[src/rtl/eb_pkg.sv]
// eb_pkg: shared helpers and defaults for the eb_fifo elastic buffer.
// Optional feature macro used by eb_fifo: EB_FIFO_LEVEL_EN.
package eb_pkg;

    // Default payload width for an elastic buffer stage
    localparam int EB_DEFAULT_DWIDTH = 32;

    // Pointer width: index bits plus one wrap bit
    function automatic int EB_PTR_W(input int depth);
        return $clog2(depth) + 1;
    endfunction

endpackage

[src/rtl/eb_ptr.sv]
// eb_ptr: wrap-bit pointer register. 'load' has priority over 'inc';
// incrementing past the top naturally wraps modulo 2**W.
module eb_ptr
    import eb_pkg::*;
#(
    parameter int W = EB_PTR_W(4)
) (
    input  logic         clk,
    input  logic         rst,
    input  logic         inc,
    input  logic         load,
    input  logic [W-1:0] load_val,
    output logic [W-1:0] ptr
);

    // Pointer state: reset to zero, load overrides increment
    always_ff @(posedge clk or posedge rst) begin
        if (rst) begin
            ptr <= '0;
        end else if (load) begin
            ptr <= load_val;
        end else if (inc) begin
            ptr <= ptr + W'(1);
        end
    end

endmodule

[src/rtl/eb_fifo.sv]
// eb_fifo: DEPTH-entry valid/ready elastic buffer. t_ready, i_valid,
// t_afull and i_data all come from registered state only, so both the
// forward and the ready paths are broken. flush empties the buffer by
// snapping the read pointer onto the write pointer.
// Optional feature: define EB_FIFO_LEVEL_EN to expose the occupancy port 'level'.
module eb_fifo
    import eb_pkg::*;
#(
    parameter int DWIDTH = EB_DEFAULT_DWIDTH,
    parameter int DEPTH  = 4,
    parameter int AFULL  = DEPTH - 1
) (
    input  logic                   clk,
    input  logic                   rst,
    input  logic                   flush,
    input  logic [DWIDTH-1:0]      t_data,
    input  logic                   t_valid,
    output logic                   t_ready,
    output logic                   t_afull,
    output logic [DWIDTH-1:0]      i_data,
    output logic                   i_valid,
    input  logic                   i_ready
`ifdef EB_FIFO_LEVEL_EN
    ,
    output logic [$clog2(DEPTH):0] level
`endif
);

    localparam int PW = EB_PTR_W(DEPTH);
    localparam int IW = PW - 1;
    localparam logic [PW-1:0] AFULL_P = PW'(AFULL);

    typedef logic [PW-1:0] eb_ptr_t;

    eb_ptr_t           wp;
    eb_ptr_t           rp;
    eb_ptr_t           occ;
    logic              empty;
    logic              full;
    logic              push;
    logic              pop;
    logic [DWIDTH-1:0] mem [DEPTH];

    // Status from pointers: equal means empty, same index with opposite wrap means full
    always_comb begin
        empty = (wp == rp);
        full  = (wp[IW-1:0] == rp[IW-1:0]) && (wp[IW] != rp[IW]);
        occ   = wp - rp;
        // flush wins over both handshakes; a push in the flush cycle is dropped
        push  = t_valid & ~full & ~flush;
        pop   = i_ready & ~empty & ~flush;
    end

    assign t_ready = ~full;
    assign i_valid = ~empty;
    assign t_afull = (occ >= AFULL_P);
    assign i_data  = mem[rp[IW-1:0]];

`ifdef EB_FIFO_LEVEL_EN
    assign level = occ;
`endif

    eb_ptr #(.W(PW)) u_wptr (
        .clk      (clk),
        .rst      (rst),
        .inc      (push),
        .load     (1'b0),
        .load_val ('0),
        .ptr      (wp)
    );

    eb_ptr #(.W(PW)) u_rptr (
        .clk      (clk),
        .rst      (rst),
        .inc      (pop),
        .load     (flush),
        .load_val (wp),
        .ptr      (rp)
    );

    // Storage: cleared on reset, written at the write index on an accepted push
    always_ff @(posedge clk or posedge rst) begin
        if (rst) begin
            for (int i = 0; i < DEPTH; i++) begin
                mem[i] <= '0;
            end
        end else if (push) begin
            mem[wp[IW-1:0]] <= t_data;
        end
    end

endmodule

[config.mk]
export PLATFORM = sky130hd
export DESIGN_NAME = eb_fifo
export DESIGN_NICKNAME = d
export VERILOG_FILES = /design/src/rtl/eb_pkg.sv /design/src/rtl/eb_ptr.sv /design/src/rtl/eb_fifo.sv
export SDC_FILE = /design/constraint.sdc
export NUM_CORES = 1
export LEC_CHECK = 0
export ABC_AREA = 0
export CORE_ASPECT_RATIO = 1.4
export CORE_MARGIN = 2
export CORE_UTILIZATION = 60
export DETAILED_ROUTE_END_ITERATION = 10
export PLACE_DENSITY_LB_ADDON = 0.25
export SYNTH_ARGS = -nofsm -noshare
export SYNTH_HDL_FRONTEND = slang
export SYNTH_SLANG_ARGS = --single-unit
export TNS_END_PERCENT = 50
[constraint.sdc]
create_clock -name clk -period 10 [get_ports clk]
set_input_delay 2 -clock clk [delete_from_list [all_inputs] [get_ports clk]]
set_output_delay 2 -clock clk [all_outputs]
set_load 0.01 [all_outputs]
==> flow_metrics.tcl <==
set metrics [dict create \
    outcome "complete, no violations" \
    critPathRequiredTime_ns 8.00 \
    drt_iter0_drc 161 \
    drc 0 \
    netlist_area_sq_mm 0.00659 \
    fin_area_sq_mm 0.00799 \
    crit_chain "inv_1 > ha_1 > and2_1 > nand2_1 > clkdlybuf4s50_1" \
    clock_latency_ns 0.42 \
    post_cts_resize_count 0 \
    max_freq_ghz 0.192 \
    startpoint "u_rptr.ptr[1]$_DFFE_PP0P_" \
    synthDistinctLibCells 30 \
    coreArea_sq_mm 0.0108 \
    area_growth_pct 21.1 \
    gp_congestion 0.726 \
    rrSetupSlack_ns 6.09 \
    rsz0062_at_grt "no" \
    drv_cap 0 \
    port_buffers 71 \
    drv_slew 0 \
    critical_path_peak_fanout 35 \
    final_nets 489 \
    placed_cell_area_sq_mm 0.00735 \
    ys_warn_count 0 \
    arrival_ns 3.21 \
    syn_area_per_cell_sq_um 17.8 \
    relSlewSlack_pct 34.6 \
    crit_slowest_cell "dfrtp_2" \
    row_count 45 \
    fp.dieArea_sq_mm 0.0119 \
    vdd_ir_drop_max_v 0.000230 \
    grt_overflow 0 \
    reg2reg_depth 6 \
    antenna_found_initial 0 \
    finalHoldViolCount 0 \
    grt_max_degree 73 \
    grt_pass1_wl_microns 21200 \
    cts_tree "yes" \
    crit_type "reg -> out" \
    skew_ns 0.00677 \
    power_density_mw_per_mm2 380 \
    leakage_nw 3.47 \
    yosysSeqAreaShare_pct 50.9 \
    cts.clk_slew.worst_paths_ns 0.06 \
    grt_pass1_vias 3884 \
    synth_nets 415 \
    ios 72 \
    post_cts_buffers 0 \
    end_kind "output port" \
    cts-root-buf "clkbuf_16" \
    drive_gt1_share_pct 44.9 \
    r2r_start "u_rptr.ptr[1]$_DFFE_PP0P_" \
    die_y_microns 128 \
    setup_tns_ns 0 \
    crit_path_end "i_valid" \
    setup_viol 0 \
    synthCells 370 \
    fp.dieW_microns 92.6 \
    routedWlPerCell_microns 21.2 \
    dp_hpwl_microns 7660 \
    cts_sinks 134 \
    max_stage_delay_ns 0.99 \
    vias 3430 \
    min_path_type "reg -> reg" \
    worstReg2RegEnd "mem[126]$_DFFE_PP0P_" \
    start_util_pct 61.3 \
    vias_per_cell 5.74 \
    ys_ff_latch 134 \
    diodes 0 \
    first_pass_iters 4 \
    cp-start-kind "flop" \
    track_usage_pct 23.6 \
    cts_buffer_depth 2 \
    layout_min_cycle_time_ns 5.21 \
    ctsHtreeMaxLevel 4 \
    cts_buffers 17 \
    worst_pin_slew_ns 0.978 \
    layout_commonest_cell "dfrtp_1" \
    post-route-period-util_pct 52.1 \
    ant_nets 0 \
    hold_buffers 0 \
    drt_wl_total_microns 12700 \
    layout_common_cells "132 x dfrtp_1, 119 x mux2_4, 71 x clkdlybuf4s50_1, 32 x mux4_2, 17 x clkbuf_16" \
    finalPower_w 0.00304 \
]
-- Yosys cell counts (all sizes together) --
master	number	area (sq um)
nand2	6	22.5
o211ai	1	7.51
o31a	1	8.76
ha	7	87.6
o311ai	1	8.76
or3b	1	8.76
and2	1	6.26
fa	1	20.0
o22ai	1	6.26
a211oi	4	80.1
inv	11	41.3
o2111ai	1	8.76
nand2b	1	6.26
o311a	1	10.0
buf	17	160
nor2	2	7.51
clkbuf	5	18.8
dfrtp	134	3350
mux2	129	1900
xor2	2	36.3
xnor2	3	26.3
nand3	2	10.0
nand4b	1	8.76
o21ai	1	5.00
a21oi	3	15.0
nor3b	1	7.51
mux4	32	721
-- final cells by class --
type | count | area [sq um]
sequential | 134 | 3360
inverter | 11 | 43.8
fill | 661 | 2770
timing repair buffer | 77 | 756
multi-input combinational | 203 | 3020
clock inverter | 8 | 144
clock buffer | 24 | 492
tap | 141 | 176
-- critical path, delay by kind of cell (launching register included) --
family | cells | cell delay, ns
buffers and inverters | 2 | 0.73
flip-flops | 1 | 0.99
adder cells (fa/ha/maj) | 1 | 0.39
AND/OR/NAND/NOR | 2 | 0.69
-- layer usage --
layer  part of all wire, %  vias up  track usage, %
met1                    43     1827            31.3
met5                     0        -               0
li1                      -     1510               -
met2                    52       72            38.9
met3                   3.2       21            4.70
met4                   1.7        0            8.96
-- report_power, final --
part           switching [W]  internal (W)
logic               0.000449      0.000885
registers           0.000214      0.000819
clock network       0.000226      0.000443
-- cells by family after synthesis --
| group | after synthesis | synth area share, % |
|---|---|---|
| fa+ha+maj | 8 | 1.63 |
| compound gates | 14 | 2.28 |
| simple gates | 15 | 1.18 |
| flops | 134 | 50.9 |
| buf+inv | 33 | 3.34 |
| mux | 161 | 39.7 |
| xor+xnor | 5 | 0.949 |
-- worst min-delay path by stage --
stage                          from              endpoint  slack [ns]  cells after the start
2_1_floorplan   mem[62]$_DFFE_PP0P_   mem[62]$_DFFE_PP0P_        0.48                      1
3_3_place_gp    mem[93]$_DFFE_PP0P_   mem[93]$_DFFE_PP0P_        0.49                      1
3_5_place_dp   mem[116]$_DFFE_PP0P_  mem[116]$_DFFE_PP0P_        0.49                      1
4_1_cts         mem[63]$_DFFE_PP0P_   mem[63]$_DFFE_PP0P_        0.50                      1
5_1_grt          mem[2]$_DFFE_PP0P_    mem[2]$_DFFE_PP0P_        0.52                      1
6_report        mem[60]$_DFFE_PP0P_   mem[60]$_DFFE_PP0P_        0.50                      1
-- sequential cells by signal, indices dropped and copies added, names as in the netlist --
| signal | count |
|---|---|
| u_rptr.ptr | 3 |
| mem | 128 |
| u_wptr.ptr | 3 |
-- through the flow --
stage               util (%)  hold WS [ns]  setup slack [ns]  std cells
floorplan                  -         0.475              4.42        370
global placement        68.3         0.485              5.06        566
detailed placement      68.3         0.489              5.02        566
CTS                     74.3         0.505              4.77        598
global route            74.3         0.519              4.61        598
finish                  74.3         0.504              4.79        598
(Power assumes the default switching activity.)
